`src/rtl/inst_issue_if.sv`:
```
// Issue-side bundle of inst_issue: instruction ROM read port, CU issue bus and run control.
// master = sequencer side, slave = ROM/CU/environment side.
interface inst_issue_if #(
  parameter int PC_WIDTH   = 8,
  parameter int INST_WIDTH = 16
);
  logic                  start;
  logic                  imem_rd_en;
  logic [PC_WIDTH-1:0]   imem_addr;
  logic [INST_WIDTH-1:0] imem_data;
  logic                  stall;
  logic [3:0]            op_code;
  logic [3:0]            rd_idx;
  logic [7:0]            operand;
  logic                  op_valid;
  logic [PC_WIDTH-1:0]   pc;
  logic                  halted;

  modport master (
    input  start, imem_data, stall,
    output imem_rd_en, imem_addr, op_code, rd_idx, operand, op_valid, pc, halted
  );

  modport slave (
    output start, imem_data, stall,
    input  imem_rd_en, imem_addr, op_code, rd_idx, operand, op_valid, pc, halted
  );
endinterface

```
`src/rtl/inst_issue.sv`:
```
// Instruction fetch/issue sequencer: FETCH -> WAIT -> ISSUE per word, stall-held issue, HALT on 0xF.
// Optional build macro INST_ISSUE_BRANCH_EN: opcode 0101 becomes an internal jump (NOP slot issued).
module inst_issue #(
  parameter int                     PC_WIDTH   = 8,
  parameter int                     INST_WIDTH = 16,
  parameter logic [PC_WIDTH-1:0]    RESET_PC   = '0
) (
  input  logic        clk,
  input  logic        rst,
  inst_issue_if.master bus
);

  typedef enum logic [2:0] {S_IDLE, S_FETCH, S_WAIT, S_ISSUE, S_HALT} state_t;

  localparam logic [3:0] OP_ADD  = 4'b0001;
  localparam logic [3:0] OP_ADDI = 4'b0010;
  localparam logic [3:0] OP_ST   = 4'b0011;
  localparam logic [3:0] OP_LD   = 4'b0100;
  localparam logic [3:0] OP_JMP  = 4'b0101;
  localparam logic [3:0] OP_HALT = 4'b1111;

  state_t                state;
  logic [PC_WIDTH-1:0]   pc_q;
  logic [INST_WIDTH-1:0] ir;
  logic [3:0]            op_code_q;
  logic                  op_valid_q;
  logic                  rd_en_q;
  logic [PC_WIDTH-1:0]   addr_q;
  logic                  halted_q;
  logic [PC_WIDTH-1:0]   next_pc;

  // Only the four datapath opcodes reach the CU; everything else is a NOP slot.
  function automatic logic [3:0] issue_op(input logic [3:0] op);
    case (op)
      OP_ADD, OP_ADDI, OP_ST, OP_LD: return op;
      default:                       return 4'b0000;
    endcase
  endfunction

  // NOTE: every variable written in always_comb gets a default first so no latch is inferred.
  always_comb begin
    next_pc = pc_q + PC_WIDTH'(1);
`ifdef INST_ISSUE_BRANCH_EN
    if (ir[15:12] == OP_JMP)
      next_pc = PC_WIDTH'(ir[7:0]);
`else
    if (ir[15:12] == OP_JMP)
      next_pc = pc_q + PC_WIDTH'(1);
`endif
  end

  // NOTE: sequential state uses non-blocking assignments so every flop samples pre-edge values.
  always_ff @(posedge clk) begin
    if (rst) begin
      state      <= S_IDLE;
      pc_q       <= RESET_PC;
      ir         <= '0;
      op_code_q  <= 4'b0000;
      op_valid_q <= 1'b0;
      rd_en_q    <= 1'b0;
      addr_q     <= RESET_PC;
      halted_q   <= 1'b0;
    end else begin
      case (state)
        S_IDLE: begin
          if (bus.start) begin
            state   <= S_FETCH;
            rd_en_q <= 1'b1;
            addr_q  <= pc_q;
          end
        end
        S_FETCH: begin
          rd_en_q <= 1'b0;
          state   <= S_WAIT;
        end
        S_WAIT: begin
          ir <= bus.imem_data;
          if (bus.imem_data[15:12] == OP_HALT) begin
            state    <= S_HALT;
            halted_q <= 1'b1;
          end else begin
            state      <= S_ISSUE;
            op_valid_q <= 1'b1;
            op_code_q  <= issue_op(bus.imem_data[15:12]);
          end
        end
        S_ISSUE: begin
          // Downstream accepts on the first cycle without stall; the next fetch starts at once.
          if (!bus.stall) begin
            op_valid_q <= 1'b0;
            op_code_q  <= 4'b0000;
            pc_q       <= next_pc;
            addr_q     <= next_pc;
            rd_en_q    <= 1'b1;
            state      <= S_FETCH;
          end
        end
        S_HALT:  state <= S_HALT;
        default: state <= S_IDLE;
      endcase
    end
  end

  assign bus.imem_rd_en = rd_en_q;
  assign bus.imem_addr  = addr_q;
  assign bus.op_code    = op_code_q;
  assign bus.rd_idx     = ir[11:8];
  assign bus.operand    = ir[7:0];
  assign bus.op_valid   = op_valid_q;
  assign bus.pc         = pc_q;
  assign bus.halted     = halted_q;

endmodule

```
`src/flat_wrapper.sv`:
```
// flat-port wrapper written by rule: the top's interface ports become plain ports
module inst_issue_flat 
#(
  parameter int                     PC_WIDTH   = 8,
  parameter int                     INST_WIDTH = 16,
  parameter logic [PC_WIDTH-1:0]    RESET_PC   = '0
)
  (clk, rst, bus_start, bus_imem_data, bus_stall, bus_imem_rd_en, bus_imem_addr, bus_op_code, bus_rd_idx, bus_operand, bus_op_valid, bus_pc, bus_halted);
  inst_issue_if #(.PC_WIDTH(PC_WIDTH), .INST_WIDTH(INST_WIDTH)) bus_i ();
  input  logic clk;
  input  logic rst;
  input wire logic [$bits(bus_i.start)-1:0] bus_start;
  input wire logic [$bits(bus_i.imem_data)-1:0] bus_imem_data;
  input wire logic [$bits(bus_i.stall)-1:0] bus_stall;
  output wire logic [$bits(bus_i.imem_rd_en)-1:0] bus_imem_rd_en;
  output wire logic [$bits(bus_i.imem_addr)-1:0] bus_imem_addr;
  output wire logic [$bits(bus_i.op_code)-1:0] bus_op_code;
  output wire logic [$bits(bus_i.rd_idx)-1:0] bus_rd_idx;
  output wire logic [$bits(bus_i.operand)-1:0] bus_operand;
  output wire logic [$bits(bus_i.op_valid)-1:0] bus_op_valid;
  output wire logic [$bits(bus_i.pc)-1:0] bus_pc;
  output wire logic [$bits(bus_i.halted)-1:0] bus_halted;
  assign bus_i.start = bus_start;
  assign bus_i.imem_data = bus_imem_data;
  assign bus_i.stall = bus_stall;
  assign bus_imem_rd_en = bus_i.imem_rd_en;
  assign bus_imem_addr = bus_i.imem_addr;
  assign bus_op_code = bus_i.op_code;
  assign bus_rd_idx = bus_i.rd_idx;
  assign bus_operand = bus_i.operand;
  assign bus_op_valid = bus_i.op_valid;
  assign bus_pc = bus_i.pc;
  assign bus_halted = bus_i.halted;
  inst_issue #(.PC_WIDTH(PC_WIDTH), .INST_WIDTH(INST_WIDTH), .RESET_PC(RESET_PC)) u_core (.clk(clk), .rst(rst), .bus(bus_i));
endmodule
```
`config.mk`:
```
export PLATFORM = sky130hd
export DESIGN_NAME = inst_issue_flat
export DESIGN_NICKNAME = d
export VERILOG_FILES = /design/src/rtl/inst_issue_if.sv /design/src/rtl/inst_issue.sv /design/src/flat_wrapper.sv
export SDC_FILE = /design/constraint.sdc
export NUM_CORES = 1
export LEC_CHECK = 0
export CAP_MARGIN = 10
export CORE_ASPECT_RATIO = 0.8
export CORE_MARGIN = 2
export CORE_UTILIZATION = 49
export CTS_CLUSTER_DIAMETER = 50
export DETAILED_ROUTE_END_ITERATION = 10
export GPL_ROUTABILITY_DRIVEN = 1
export PLACE_DENSITY_LB_ADDON = 0.2
export SYNTH_ARGS = -nofsm -noshare
export SYNTH_HDL_FRONTEND = slang
export SYNTH_SLANG_ARGS = --single-unit
```
`constraint.sdc`:
```
create_clock -name clk -period 3.6 [get_ports clk]
set_clock_uncertainty 0.1 [all_clocks]
set_input_delay 0.72 -clock clk [delete_from_list [all_inputs] [get_ports clk]]
set_output_delay 0.72 -clock clk [all_outputs]
set_load 0.005 [all_outputs]
```
After elaboration in Yosys (flattened, before gate mapping) --
Cells that the tools add are included.
Word-level totals: logic and storage cells 50, input port bits 20, register bits 38, output and inout bits 35
Operators by class: eq/ne operators 12, bitwise logic cells 1, reductions and logical operators 11, multiplexer cells 17, add/subtract/negate cells 1
Operator list (count):
- two-way mux 8 bit | 2
- one-hot mux 8 bit (2 select lines) | 1
- one-hot mux 3 bit (5 select lines) | 1
- two-way mux 4 bit | 3
- two-way mux 3 bit | 3
- AND reduction 3 bit | 3
- adder 8 x 1 -> 8 bit, second input constant | 1
- equality test 4 x 2 -> 1 bit, second input constant | 2
- one-hot mux 4 bit (2 select lines) | 1
- equality test 3 x 2 -> 1 bit, second input constant | 2
- != test 2 bit, second input constant | 3
- AND reduction 2 bit | 3
- equality test 4 x 1 -> 1 bit, second input constant | 1
- equality test 4 x 3 -> 1 bit, second input constant | 1
- equality test 4 bit, second input constant | 1
- two-way mux 1 bit | 4
- nonzero test 2 bit | 2
- OR reduction 4 bit | 1
- equality test 3 x 1 -> 1 bit, second input constant | 1
- equality test 3 bit, second input constant | 1
- logical NOT 3 bit | 1
- one-hot mux 1 bit (3 select lines) | 1
- nonzero test 3 bit | 1
- one-hot mux 1 bit (2 select lines) | 1
- inverter 1 bit | 1

Depth between registers and ports, before layout --
Gate-level depths: netlist of the first run.
word-level depth 5, gate-level depth with buffers 6, mapped depth without buffers 4

Least setup slack after synthesis of the first run --
OpenSTA, ideal clock, no wires.
path kind input to register, from in bus_start, to reg u_core.addr_q[5], in the netlist u_core.bus.imem_addr[5], data required time 3.365 ns, library setup time 0.135 ns, arrival 1.578 ns, path buffers 1, slack 1.787 ns, stages on the path 4, cells stage by stage nor4b_2 > or2_2 > buf_6 > a311oi_2
Between the ends: cells in the longest elaborated chain, start to end 2
RTL lines:
- start, declared | RTL line flat_wrapper.sv:12 | input wire logic [$bits(bus_i.start)-1:0] bus_start;
- != test 2 bit (no line)
- AND reduction 3 bit (no line)
- end signal, assigned | RTL line inst_issue.sv:69 | addr_q <= pc_q;
- end signal, assigned | RTL line inst_issue.sv:93 | addr_q <= next_pc;
- end, declared | RTL line inst_issue.sv:28 | logic [PC_WIDTH-1:0] addr_q;
No other way between the ends. A chain may end at the register's enable or synchronous reset.

Final worst setup path of the first run --
from in bus_stall, to reg u_core.pc_q[7], in the netlist u_core.bus.pc[7]
Between the ends: cells in the longest elaborated chain, start to end 2
RTL lines:
- start, declared | RTL line flat_wrapper.sv:14 | input wire logic [$bits(bus_i.stall)-1:0] bus_stall;
- inverter 1 bit (no line)
- AND reduction 2 bit (no line)
- end signal, assigned | RTL line inst_issue.sv:92 | pc_q <= next_pc;
- end, declared | RTL line inst_issue.sv:23 | logic [PC_WIDTH-1:0] pc_q;
No other way between the ends.

==> run_results.csv, run 1 <==
group,metric,value,unit
sta,fin_hold_ws,0.352,ns
power,power_frac_seq,50.4,%
synthesis,ys_seq_area_share,44.2,%
final_layout,final_cell_area,2330,µm²
place,place_inst,277,
sta,hold_violations,0,
synthesis,yosys_warnings,0,
sta,finalSetupTns,0,ns
clock_tree,h-tree-depth,2,
clock_tree,numCtsBuffers,5,
routing,wl_per_cell,13.9,µm
final_layout,stdcell_count,285,
power,p_int,695,µW
routing,met3_length,332,µm
min_path,hold_path_class,"reg2reg",
floorplan,die_x,70.3,µm
synthesis,synth_nets,215,
floorplan,coreArea,3400,µm²
global_routing,grt_pass1_vias,1566,
routing,drc,0,
setup_path,required,3.71,ns
routing,vias_per_cell,5.65,
final_layout,drive_above_1_share,8.64,%
routing,highest_layer,"met4",
synthesis,synthTopCellsByArea,"dfxtp_1 44%, a21oi_1 7.3%, nand2_1 6.1%",
synthesis,synth_ff_type,"dfxtp_1",
routing,drtPass1Iterations,4,
synthesis,synth.avg_cell_area,8.88,µm²
run_status,status,"finished clean",
global_routing,grt_pass1_wl,6780,µm
power,clkPwrFrac,32.1,%
clock_tree,worstSkewPairLatency,0.29,ns
sta,setup_viol,0,
global_routing,grt_max_degree,24,
power,ir_worst_vdd,323,µV
power,p_sw_share,25.6,%
clock_tree,clkSinkCount,38,
synthesis,synthesis.area,1720,µm²
place,place_area,2240,µm²
global_routing,grtUsageTotal,21.2,%
run,drv_cap,0,
power,power_density,401,nW/µm²
routing,vias,1610,
power,combPwrFrac,17.5,%
setup_path,end_kind,"flip-flop",
setup_path,worstPathArrival,2.27,ns
clock_tree,cts_hold_buf,0,
synthesis,async_reset_ff_share,0,%
synthesis,synth_edf_count,0,
synthesis,synth_top_area_share,44.2,%
floorplan,die_area,4010,µm²
place,numPortBuffers,54,
synthesis,yosys.area.top_type,"dfxtp_1",
routing,drtIter0Drc,100,
setup_path,cp_max_fo,17,
sta,finalWorstSetupSlack,1.44,ns
synthesis,yosysMostFrequentCell,"dfxtp_1",
routing,final_antenna_net_count,0,
final_layout,antennaDiodeCount,0,
clock_tree,cts_buffer_depth,2,
clock_tree,cts_tree,"done",
sta,slew_headroom,31.3,%
synthesis,synthTopCellsByCount,"38 x dfxtp_1, 28 x nand2_1, 25 x a21oi_1",
setup_path,cp_cell_sequence,"clkdlybuf4s50_1 -> nand4bb_1 -> buf_4 -> or4_1 -> a21oi_1",
power,p_leak,0.000770,µW
power,switchingPower,239,µW
place,gp_congestion,0.798,
clock_tree,cts_resized,0,
global_routing,grt-ovfl-total,0,
synthesis,synth.distinct_cells,42,
routing,met1_length,1840,µm
final_layout,syn2layout_area_growth,35.4,%
synthesis,syn_inst,194,
final_layout,fillers,305,
sta,slew_viol_final,0,
setup_path,start_kind,"primary input",
sta,fmaxAchievable,0.464,GHz
clock_tree,post_cts_buffers,0,
floorplan,num_rows,19,
setup_path,path_class,"in2reg",
setup_path,cp_slowest_stage_delay,0.50,ns
synthesis,ys_seq_elements,38,
final_layout,fin_nets,263,
place,place_hpwl,2770,µm
floorplan,initial_utilization,50.7,%
floorplan,die_h,57.0,µm
sta,rsz0062_at_grt,"false",
setup_path,slowest_stage,"or4_1",
sta,tightest_slew,1.03,ns
routing,wl_met2,1720,µm
place,dp_slack,1.16,ns
sta,timing.final.crit_share,59.9,%
routing,drt-total-wl,3960,µm
sta,fin_crit,2.16,ns
clock_tree,path_clk_slew,0.07,ns
floorplan,io_pins,55,
clock_tree,clock-root-buffer,"clkbuf_8",
global_routing,antenna_found_initial,0,
flip-flops by register name, summed over array words and instances (netlist names):
| name | cells |
|---|---|
| u_core.bus.op_code | 4 |
| u_core.state | 3 |
| u_core.bus.imem_addr | 8 |
| u_core.ir | 12 |
| u_core.bus.halted | 1 |
| u_core.bus.imem_rd_en | 1 |
| u_core.bus.op_valid | 1 |
| u_core.bus.pc | 8 |
stage by stage:
step | total power, µW | util, %
floorplan | 569 | -
global placement | 643 | 65.9
detailed placement | 645 | 65.9
CTS | 943 | 68.6
global route | 985 | 68.6
finish | 935 | 68.6
layer usage:
| metal | vias up | track usage (%) |
|---|---|---|
| met2 | 49 | 32.3 |
| met4 | 0 | 9.89 |
| met3 | 7 | 9.01 |
| met5 | - | 0 |
| met1 | 746 | 26.1 |
| li1 | 808 | - |
power by group through the flow:
stage	Sequential (µW)	Clock (µW)	Combinational [µW]
finish	471	300	163
global placement	480	0	163
floorplan	473	0	95.4
detailed placement	481	0	164
global route	474	332	179
CTS	471	307	165
cells by family after synthesis:
kind of cell	share of synthesized area (%)
AO/OA/AOI/OAI	22.2
AND/OR/NAND/NOR	25.2
buffers and inverters	6.10
XOR/XNOR	1.02
multiplexers	0.581
adder cells (fa/ha/maj)	0.726
flip-flops	44.2
layout by cell type, fill, tap and decap left out, types with 2 or more instances in the layout:
| master | instances |
|---|---|
| nor3_1 | 8 |
| nand2b_1 | 4 |
| nor2_1 | 5 |
| clkbuf_8 | 6 |
| a21oi_1 | 25 |
| nand3_1 | 6 |
| buf_4 | 3 |
| or3b_2 | 2 |
| clkdlybuf4s50_1 | 54 |
| nand4_1 | 2 |
| a311oi_2 | 3 |
| dfxtp_1 | 38 |
| o211ai_1 | 3 |
| or3_1 | 6 |
| a311oi_1 | 2 |
| o31ai_1 | 7 |
| o21ai_0 | 9 |
| a211oi_1 | 3 |
| inv_1 | 2 |
| nand2_1 | 28 |
| or4_1 | 6 |
area by class of cell:
cell class                 count  area (µm²)  area share [%]
timing repair buffer          57         563            24.1
multi-input combinational    138         857            36.7
tap                           42        52.6            2.25
clock buffer                   7        86.3            3.70
clock inverter                 1        5.00           0.215
sequential                    38         761            32.6
inverter                       2        7.51           0.322
worst max-delay path, delay by kind of cell:
kind            cells  cell delay, ns
compound gates      1            0.15
buf+inv             2            0.68
simple gates        2            0.71
path summary, 6_finish.rpt:
check / startpoint / cells after the start / to / slack, ns
worst min-delay path: u_core.ir[9]$_SDFFE_PP0P_ / 2 / u_core.ir[9]$_SDFFE_PP0P_ / 0.35
worst max-delay path: bus_stall / 5 / u_core.bus.pc[7]$_SDFFE_PP0P_ / 1.44
worst max register to register: u_core.state[1]$_SDFFE_PP0P_ / 3 / u_core.bus.op_valid$_SDFFE_PP0P_ / 1.56
worst min register to register: u_core.ir[9]$_SDFFE_PP0P_ / 2 / u_core.ir[9]$_SDFFE_PP0P_ / 0.35
(Power assumes the default switching activity.)
==> run 2, diff against run 1 <==
Settings changed: CORE_UTILIZATION 49 to 46.
Clock period 3.6 ns to 2.05 ns, I/O delays scaled along.
==> run 2 against run 1 <==
Compared with the run above: total power increased by 78%; non-clock buffer count increased by 10; cell count rose by 3.5%; worst hold slack gained 0.0017 ns; clock-buffer cell count did not move; die area up 6.1%; utilization is 0.18 points lower.
==> run_results.csv, run 2 (synthesis gave the netlist of run 1 again) <==
group,metric,value,unit
run_status,status,"finished clean",
final_layout,utilization,68.4,%
routing,drtIter0Drc,60,
sta,tightest_slew,0.366,ns
sta,slew_viol_final,0,
global_routing,antenna_found_initial,0,
min_path,hp-start,"u_core.ir[0]$_SDFFE_PP0P_",
power,p_leak,0.000818,µW
place,numPortBuffers,54,
setup_path,worstPathArrival,1.32,ns
clock_tree,clkSinkCount,38,
floorplan,die_h,58.7,µm
final_layout,stdcell_count,295,
sta,slew_headroom,75.3,%
final_layout,antennaDiodeCount,0,
clock_tree,cts_tree,"done",
setup_path,cp_num_buf_inv,1,
floorplan,io_pins,55,
setup_path,cp_slowest_stage_delay,0.56,ns
min_path,hold_path_class,"reg2reg",
clock_tree,post_cts_buffers,0,
final_layout,syn2layout_area_growth,39.7,%
global_routing,grt-ovfl-total,0,
final_layout,final_common_cell,"clkdlybuf4s50_1",
sta,fin_crit,1.83,ns
routing,drtPass1Iterations,4,
power,ir_worst_vdd,647,µV
place,gp_congestion,0.755,
global_routing,busiest_layer,"met2",
final_layout,seq_area,761,µm²
place,place_area,2320,µm²
global_routing,grt_pass1_vias,1494,
global_routing,use_met3,9.76,%
setup_path,end_kind,"primary output",
sta,hold_violations,0,
setup_path,cp_top_family,"buffers and inverters",
clock_tree,h-tree-depth,2,
final_layout,fin_nets,273,
floorplan,initial_utilization,49.0,%
floorplan,die_area,4250,µm²
clock_tree,cts_buffer_depth,2,
place,place_hpwl,2930,µm
global_routing,grt_max_degree,18,
sta,rsz0062_at_grt,"false",
sta,timing.final.crit_share,89.3,%
final_layout,largest_reg_flops,12,
global_routing,globalRouteMet2Util,30.1,%
final_layout,fillers,294,
final_layout,multi_input_area,857,µm²
global_routing,grtUsageTotal,20.6,%
power,power_density,689,nW/µm²
routing,drt-total-wl,4020,µm
clock_tree,clock-root-buffer,"clkbuf_8",
setup_path,crit_path_start,"u_core.bus.pc[2]$_SDFFE_PP0P_",
clock_tree,numCtsBuffers,5,
routing,drc,0,
setup_path,path_class,"reg2out",
floorplan,coreArea,3520,µm²
clock_tree,cts_resized,0,
routing,vias,1605,
clock_tree,path_clk_slew,0.07,ns
final_layout,most-common-layout-cells,"54 x clkdlybuf4s50_1, 38 x dfxtp_1, 28 x nand2_1, 25 x a21oi_1, 13 x buf_4",
run,drv_cap,0,
routing,final_antenna_net_count,0,
setup_path,start_kind,"flip-flop",
setup_path,slowest_stage,"clkdlybuf4s50_1",
floorplan,die_x,72.4,µm
setup_path,cp_max_fo,8,
setup_path,required,1.54,ns
sta,fmaxAchievable,0.546,GHz
place,place_inst,287,
clock_tree,worstSkewPairLatency,0.29,ns
final_layout,largest_register,"u_core.ir",
setup_path,cp_cell_sequence,"clkdlybuf4s50_1",
global_routing,grt_pass1_wl,6780,µm
final_layout,drive_above_1_share,12.3,%
routing,vias_per_cell,5.44,
setup_path,worstReg2RegStart,"u_core.bus.pc[0]$_SDFFE_PP0P_",
final_layout,final_cell_area,2410,µm²
sta,setup_viol,0,
floorplan,num_rows,19,
routing,wl_per_cell,13.6,µm
clock_tree,cts_hold_buf,0,
global_routing,use_met1,27.6,%
run 2: worst paths after layout:
path	endpoint	cells after the start	slack, ns
worst max register to register	u_core.bus.imem_addr[6]$_SDFFE_PP0P_	4	0.27
worst min-delay path	u_core.ir[0]$_SDFFE_PP0P_	2	0.35
worst min register to register	u_core.ir[0]$_SDFFE_PP0P_	2	0.35
worst max-delay path	bus_pc[2]	1	0.22
run 2: power by group:
part | internal [µW] | switching, µW
sequential | 785 | 37.2
clock | 271 | 256
combinational | 180 | 130
run 2: final cells by class:
cell class	count	area share (%)
Multi-Input combinational cell	138	35.6
Sequential cell	38	31.6
Timing Repair Buffer	67	26.5
Clock buffer	7	3.59
Tap cell	42	2.18
Inverter	2	0.312
Clock inverter	1	0.208
run 2: per-layer routing:
layer / part of all wire [%] / wire length [µm] / vias to the layer above
met2: 44 / 1750 / 45
met1: 48 / 1920 / 729
met4: 0.40 / 16 / 0
met5: 0 / 0 / -
li1: - / - / 829
met3: 8.1 / 326 / 2
run 2: through the flow:
stage	hold slack (ns)	total power, µW	setup slack [ns]	TNS [ns]
floorplan	0.353	999	0.443	0
global placement	0.340	1140	0.0118	0
detailed placement	0.349	1150	-0.0357	-0.120
CTS	0.357	1680	0.216	0
global route	0.368	1740	0.136	0
finish	0.354	1660	0.218	0
run 2: tightest hold or removal path: stages (launching register included):
cell	delay, ns
dfxtp_1	0.31
nand2_1	0.05
a21oi_1	0.05
